==> src/rtl/regfile_bypass_pkg.sv <==
// Shared constants and types for the bypassing register file.
// Holds register count, data width and index width used by every file of the block.
// Also provides the one-hot write decode helper.
package regfile_bypass_pkg;

    localparam int NUM_REGS = 8;
    localparam int DATA_W   = 16;
    localparam int IDX_W    = 3;

    typedef logic [DATA_W-1:0]   word_t;
    typedef logic [IDX_W-1:0]    idx_t;
    typedef logic [NUM_REGS-1:0] onehot_t;

    // 3-to-8 one-hot decode of a register index.
    function automatic onehot_t decode_onehot(input idx_t idx);
        onehot_t oh;
        oh      = '0;
        oh[idx] = 1'b1;
        return oh;
    endfunction

endpackage

==> src/rtl/regfile_bypass_cells.sv <==
// Leaf cells: reg16 (16-bit register, sync active-high reset, write enable)
// and sixteenmux8_1 (16-bit 8:1 combinational mux).
// Ports: reg16 clk/rst/en/d/q; sixteenmux8_1 in0..in7/sel/out.
module reg16 (
    input  logic        clk,
    input  logic        rst,
    input  logic        en,
    input  logic [15:0] d,
    output logic [15:0] q
);
    always_ff @(posedge clk) begin
        if (rst) begin
            q <= 16'h0000;
        end else if (en) begin
            q <= d;
        end
    end
endmodule

module sixteenmux8_1 (
    input  logic [15:0] in0,
    input  logic [15:0] in1,
    input  logic [15:0] in2,
    input  logic [15:0] in3,
    input  logic [15:0] in4,
    input  logic [15:0] in5,
    input  logic [15:0] in6,
    input  logic [15:0] in7,
    input  logic [2:0]  sel,
    output logic [15:0] out
);
    always_comb begin
        out = in0;
        case (sel)
            3'd0: out = in0;
            3'd1: out = in1;
            3'd2: out = in2;
            3'd3: out = in3;
            3'd4: out = in4;
            3'd5: out = in5;
            3'd6: out = in6;
            3'd7: out = in7;
            default: out = in0;
        endcase
    end
endmodule

==> src/rtl/regfile_bypass.sv <==
// Eight 16-bit registers, two combinational read ports with same-cycle write bypass.
// Ports: clk, rst (sync, active-high), read1RegSel/read2RegSel/writeRegSel, writeData,
// write, read1Data/read2Data, err (X/Z on control inputs, simulation only).
module regfile_bypass
    import regfile_bypass_pkg::*;
(
    input  logic        clk,
    input  logic        rst,
    input  logic [2:0]  read1RegSel,
    input  logic [2:0]  read2RegSel,
    input  logic [2:0]  writeRegSel,
    input  logic [15:0] writeData,
    input  logic        write,
    output logic [15:0] read1Data,
    output logic [15:0] read2Data,
    output logic        err
);

    word_t   regs_q [NUM_REGS];
    onehot_t wr_en;
    logic    wr_live;
    word_t   mux1_out;
    word_t   mux2_out;

    // Unknown control inputs can only be observed in a 4-state simulator;
    // a synthesized netlist has no X, so the flag is constant there.
`ifdef SYNTHESIS
    assign err = 1'b0;
`else
    assign err = $isunknown({write, writeRegSel, read1RegSel, read2RegSel});
`endif

    // A write is live only outside reset; it also drives the bypass path.
    assign wr_live = write & ~rst;

    // err blocks the store so corrupt controls never touch state.
    assign wr_en = decode_onehot(writeRegSel) & {NUM_REGS{wr_live & ~err}};

    for (genvar i = 0; i < NUM_REGS; i++) begin : g_regs
        reg16 u_reg (
            .clk (clk),
            .rst (rst),
            .en  (wr_en[i]),
            .d   (writeData),
            .q   (regs_q[i])
        );
    end

    sixteenmux8_1 u_mux1 (
        .in0 (regs_q[0]), .in1 (regs_q[1]), .in2 (regs_q[2]), .in3 (regs_q[3]),
        .in4 (regs_q[4]), .in5 (regs_q[5]), .in6 (regs_q[6]), .in7 (regs_q[7]),
        .sel (read1RegSel),
        .out (mux1_out)
    );

    sixteenmux8_1 u_mux2 (
        .in0 (regs_q[0]), .in1 (regs_q[1]), .in2 (regs_q[2]), .in3 (regs_q[3]),
        .in4 (regs_q[4]), .in5 (regs_q[5]), .in6 (regs_q[6]), .in7 (regs_q[7]),
        .sel (read2RegSel),
        .out (mux2_out)
    );

    // Bypass: a reader of the register being written sees the new value this cycle.
    assign read1Data = (wr_live && (writeRegSel == read1RegSel)) ? writeData : mux1_out;
    assign read2Data = (wr_live && (writeRegSel == read2RegSel)) ? writeData : mux2_out;

endmodule

==> config.mk <==
export PLATFORM = sky130hd
export DESIGN_NAME = regfile_bypass
export DESIGN_NICKNAME = d
export VERILOG_FILES = /design/src/rtl/regfile_bypass_pkg.sv /design/src/rtl/regfile_bypass_cells.sv /design/src/rtl/regfile_bypass.sv
export SDC_FILE = /design/constraint.sdc
export NUM_CORES = 1
export LEC_CHECK = 0
export ABC_AREA = 1
export BUFFER_PORTS_ARGS = -buffer_cell sky130_fd_sc_hd__buf_2
export CAP_MARGIN = 40
export CORE_MARGIN = 2
export CORE_UTILIZATION = 52
export CTS_CLUSTER_SIZE = 30
export DETAILED_ROUTE_END_ITERATION = 6
export PLACE_DENSITY = 0.71
export SLEW_MARGIN = 10
export SYNTH_ARGS = -nofsm -noshare
export SYNTH_HDL_FRONTEND = slang
export SYNTH_SLANG_ARGS = --single-unit
==> constraint.sdc <==
create_clock -name clk -period 1.33 [get_ports clk]
set_input_delay 0.133 -clock clk [delete_from_list [all_inputs] [get_ports clk]]
set_output_delay 0.133 -clock clk [all_outputs]
set_load 0.03 [all_outputs]
# --- Word level (Yosys, flattened, before mapping) ---
# Index checks and enable logic that the tools add are counted.
word_totals:
  register_bits: 128
  inputBits: 28
  output_inout_bits: 33
  word_cells: 40
op_classes:
  order_cmp: 2
  n_eq_ne: 16
  mux: 6
  bitwise_logic: 3
  reduce_logical: 5
op_table:
  columns: ["operator", "n"]
  rows:
  - ["one-hot mux 16 bit (8 select lines)", 2]
  - ["two-way mux 16 bit", 2]
  - ["equality test 3 bit, second input constant", 8]
  - ["equality test 3 x 2 -> 1 bit, second input constant", 4]
  - ["bitwise AND 8 bit", 1]
  - ["equality test 3 x 1 -> 1 bit, second input constant", 2]
  - ["equality test 3 bit", 2]
  - ["zero test 3 bit", 2]
  - ["less-than comparator 3 x 4 -> 1 bit, second input constant", 1]
  - ["demux 1 bit (select 3 bit)", 1]
  - [">= comparator 3 x 1 -> 1 bit, second input constant", 1]
  - ["logical AND 1 bit", 3]
  - ["bitwise AND 1 bit", 1]
  - ["two-way mux 1 bit", 1]
  - ["inverter 1 bit", 1]

# --- Logic depth before layout (Yosys ltp) ---
logic_depth:
  ltp_word: 5
  mapped_depth: 9
  depth_no_buf: 7

# --- Modules after synthesis ---
# Synthesis repeated with hierarchy kept, for this count alone.
unflattened:
  hier_cells: 1512
  hier_area_um2: 8871.0
modules_own_cells:
  columns: ["module", "instances", "cells_each", "area_per_inst_um2", "seq_area_each_um2"]
  rows:
  - ["reg16", 8, 101, 670.6, 320.3]
  - ["sixteenmux8_1", 2, 275, 1385.1, 0.0]
  - ["regfile_bypass", 1, 154, 735.7, 0.0]

# --- Worst setup path after synthesis ---
# No wires, ideal clock.
synth_path:
  path_type: "input port to output port"
  start: "input write"
  end: "output read1Data[10]"
  arrival_time_ps: 1220
  required_time_ps: 1197
  setup_slack_ps: -23
  path_stages: 9
  n_path_buf: 2
  cell_sequence: "inv_1 > nor2_2 > nand2_1 > nor2_4 > and2_1 > buf_4 > buf_4 > nand2_1 > nand2_1"
synth_between:
  elab_chain_len: 3
synth_rtl:
  columns: ["item", "line", "source"]
  rows:
  - ["start: declaration", "regfile_bypass.sv:13", "input logic write,"]
  - ["bitwise AND 1 bit", "regfile_bypass.sv:34", "assign wr_live = write & ~rst;"]
  - ["logical AND 1 bit", "regfile_bypass.sv:64", "assign read1Data = (wr_live && (writeRegSel == read1RegSel)) ? writeData : mux1_out;"]
  - ["two-way mux 16 bit", "regfile_bypass.sv:64", null]
  - ["end: declaration", "regfile_bypass.sv:14", "output logic [15:0] read1Data,"]
# Every way passes these cells.

# --- Final worst setup path ---
layout_path:
  start: "register g_regs[2].u_reg.q[2]"
  end: "output read2Data[2]"
layout_between:
  elab_chain_len: 2
layout_rtl:
  columns: ["item", "line", "source"]
  rows:
  - ["start: declaration", "regfile_bypass_cells.sv:9", "output logic [15:0] q"]
  - ["start signal: assignment", "regfile_bypass_cells.sv:13", "q <= 16'h0000;"]
  - ["start signal: assignment", "regfile_bypass_cells.sv:15", "q <= d;"]
  - ["one-hot mux 16 bit (8 select lines)", "regfile_bypass_cells.sv:34", "case (sel)"]
  - ["two-way mux 16 bit", "regfile_bypass.sv:65", "assign read2Data = (wr_live && (writeRegSel == read2RegSel)) ? writeData : mux2_out;"]
  - ["end: declaration", "regfile_bypass.sv:15", "output logic [15:0] read2Data,"]
# Every way passes these cells.

==> summary.txt <==
Status
  – Outcome: finished, violations left
  – Violated checks: negative setup slack

Floorplan
  – Number of top-level pins: approximately 60
  – FP Rows: 45
  – Core Box Area: 15,000 um2
  – Starting Density: roughly 52%
  – Die width: 127 um
  – Chip Height: between 100 and 150 um
  – Die footprint: about 16,000 um2

Clocking
  – H-Tree Depth: 4
  – Root Buffer: clkbuf_16
  – CTS Sinks: 128
  – Clk_lat worst skew: approximately 0.42 ns
  – Deepest clock path buffer count: 2
  – Clock slew seen by the registers of the worst setup and hold paths: 0.06 ns
  – CTS tree: done
  – TritonCTS buffer count: 17
  – Hold Buf Count CTS: 0

Detailed routing
  – Routed wire per std cell: 20.2 um
  – Vias: 9,788
  – Iter 0 DRT Violations: about 1,500
  – Antenna-violating nets left: 0
  – DRC viols: 0
  – DRT Wirelength: 31.5 mm
  – Via density: about 6.3
  – Pre-antenna DRT Iters: 6

GRT
  – Pin count of the biggest net entering global routing: between 70 and 80
  – Remaining global-route overflow: 0
  – First-pass GRT wire length: 48.8 mm
  – Number of global-route vias before repair: around 8,800
  – Initial antenna violation count: 0
  – GRT Resource Usage Total: 38.5%

Timing
  – Post-route setup slack: -0.245 ns
  – Max Transition Viols Final: 0
  – Worst Tran Pin Value: 0.517 ns
  – Hold violation count in the final report: 0
  – Min cycle time layout: between 1.5 and 2 ns
  – RSZ-0062 raised after global routing: yes
  – Skew final: 0 ns
  – Slew headroom: 65.5%
  – Final setup viols: 32
  – Fmax: 635 MHz
  – Crit share post-route: 118%

Logic synthesis
  – Post-Syn Nets: 1,341
  – Ys Warns: 0
  – Post-synth cell types: 21
  – Mapped Avg Cell Area: 6.01 um2
  – Top-area cell type share of the netlist area: 32.5%
  – Mapped Area: around 8000 um2
  – Yosys top cell by area: dfxtp_1
  – Syn Inst Count: 1,313
  – Seq cells post-synth: ~130
  – Main area contributors after synthesis: dfxtp_1 32%, nor2_1 17%, nand4_1 15%
  – Post-synthesis sequential area ratio: 32.5%

Cells and area
  – Reg with most FFs: g_regs.u_reg.q
  – Filler cell count: 1,346
  – Area delta synth->final: 25.3%
  – Layout cells sized above 1: 26.3%
  – Nets: between 1,000 and 1,500
  – Max reg flops: 128
  – Largest regs: g_regs.u_reg.q: 128 flops
  – Multi-input gate area: 4800 um2
  – Final std cells w/o fill: 1,560
  – FF/Latch Area: between 2000 and 3000 um2
  – ANT cells: 0

Power
  – Maximum VDD drop: 1100 uV
  – Pleak: around 5 nW
  – Total power: 0.0106 W
  – PD cells: ~1100 nW/um2

Setup path
  – CP dominant cell by count: nand2_2
  – CP Capture Type: output pin
  – CP cell instances: nand4_1 > nand2_1 > nor2_2 > nand2_2 > nand2_2 > nand2_2 > buf_6
  – CP startpoint kind: flop
  – Worst r2r src: g_regs[6].u_reg.q[8]
  – CP peak stage delay: 0.33 ns
  – Crit path from: g_regs[2].u_reg.q[2]
  – Data required, critical path: 1.20 ns
  – Crit path DAT: 1.44 ns
  – CP max-delay cell: dfxtp_2
  – CP delay by family, top: simple AND/OR/NAND/NOR gates
  – Crit-path max FO: 3
  – Critical path buffers and inverters: 1
  – Critical path type: flop to output pin

Placed design
  – # port buffers: 59
  – Final GP Congestion: 0.946
  – Detailed placement HPWL: 20.1 mm
  – Placed Cells incl. Taps: 1,524

Min path
  – Hold crit path type: input port to flop
  – Hold Startpoint: writeData[14]

Job
  – # Max-Cap Violations: 0
## layout make-up
| cell class | count | share of cell area, % |
|---|---|---|
| tap | 188 | 2.38 |
| clock inverter | 13 | 1.67 |
| inverter | 22 | 0.873 |
| multi-input combinational | 1036 | 48.6 |
| sequential | 128 | 27.1 |
| timing repair buffer | 155 | 14.9 |
| clock buffer | 18 | 4.44 |
## per-stage QoR
stage | util (%) | hold WS, ns | area, um2 | worst slack [ns] | setup TNS (ns)
finish | 65.8 | 0.0584 | 9890 | -0.245 | -5.47
global route | 65.8 | 0.0773 | 9890 | -0.315 | -7.56
CTS | 64.9 | 0.0422 | 9760 | -0.204 | -5.23
detailed placement | 58.5 | 0.475 | 8800 | -0.219 | -13.15
global placement | 58.5 | 0.471 | 8800 | -0.220 | -12.53
floorplan | - | 0.479 | 7920 | 0.000348 | 0
## worst paths after layout
| path | slack (ns) | depth (start not counted) | to |
|---|---|---|---|
| min | 0.06 | 3 | g_regs[0].u_reg.q[14] |
| max reg2reg | 0.42 | 3 | g_regs[6].u_reg.q[8] |
| max | -0.24 | 7 | read2Data[2] |
| min reg2reg | 0.51 | 2 | g_regs[2].u_reg.q[0] |
## routing by layer
| layer | vias to the layer above | track usage [%] | wire length, um |
|---|---|---|---|
| met3 | 137 | 7.54 | 3520 |
| met4 | 0 | 16.6 | 1330 |
| li1 | 4497 | - | - |
| met5 | - | 0 | 0 |
| met1 | 4455 | 52.0 | 12700 |
| met2 | 699 | 60.1 | 14000 |
## cell usage in the layout, fill, tap and decap left out
cell type,instances
buf_12,19
buf_4,73
dfxtp_1,35
a21oi_1,32
inv_2,15
nand4_1,192
inv_1,6
conb_1,1
clkbuf_8,1
clkinvlp_4,8
dfxtp_4,1
o21ai_1,17
buf_2,25
and2_1,1
and2_4,1
clkinv_2,1
nand3_1,32
nand2_1,239
dfxtp_2,92
nor2_2,22
clkinv_4,2
clkbuf_4,1
nor2_1,345
nand2_2,38
nor2_4,5
clkbuf_16,17
o21ai_0,111
buf_6,37
bufinv_16,3
## worst reg2reg max path: cells and delay by family (launching register included)
family	cells	cell delay [ns]
buf+inv	1	0.13
simple gates	1	0.07
compound gates	1	0.26
flops	1	0.33
## repair_timing
| action | 4_1_cts | 5_1_grt |
|---|---|---|
| pin swaps | 87 | 71 |
| cloned | 0 | 0 |
| buffers inserted | 3 | 2 |
| resized for setup | 150 | 57 |
| endpoints found under the setup margin | 32 | 32 |
| hold endpoints to repair | 0 | 0 |
## Yosys cell counts
cell type,count
buf_1,30
and2_1,2
conb_1,1
inv_2,14
nand3_1,32
nand2_1,276
o21ai_1,17
clkbuf_1,34
nand2_2,1
clkbuf_2,2
nor2_1,357
nand4_1,192
buf_2,56
nor2_2,11
inv_1,8
a21oi_1,32
buf_6,1
buf_4,4
nor2_4,4
dfxtp_1,128
o21ai_0,111
## logic make-up after synthesis
logic type | synth area share, %
simple gates | 49.0
compound gates | 10.1
buf+inv | 8.29
flops | 32.5
other cells | 0.0475
## power by group
group | switching, W | internal [W] | total, W
Combinational | 0.00119 | 0.000574 | 0.00176
Clock | 0.00185 | 0.00298 | 0.00484
Sequential | 0.0000721 | 0.00393 | 0.00400
Total | 0.00311 | 0.00749 | 0.0106
Power figures use the tool's default switching activity.
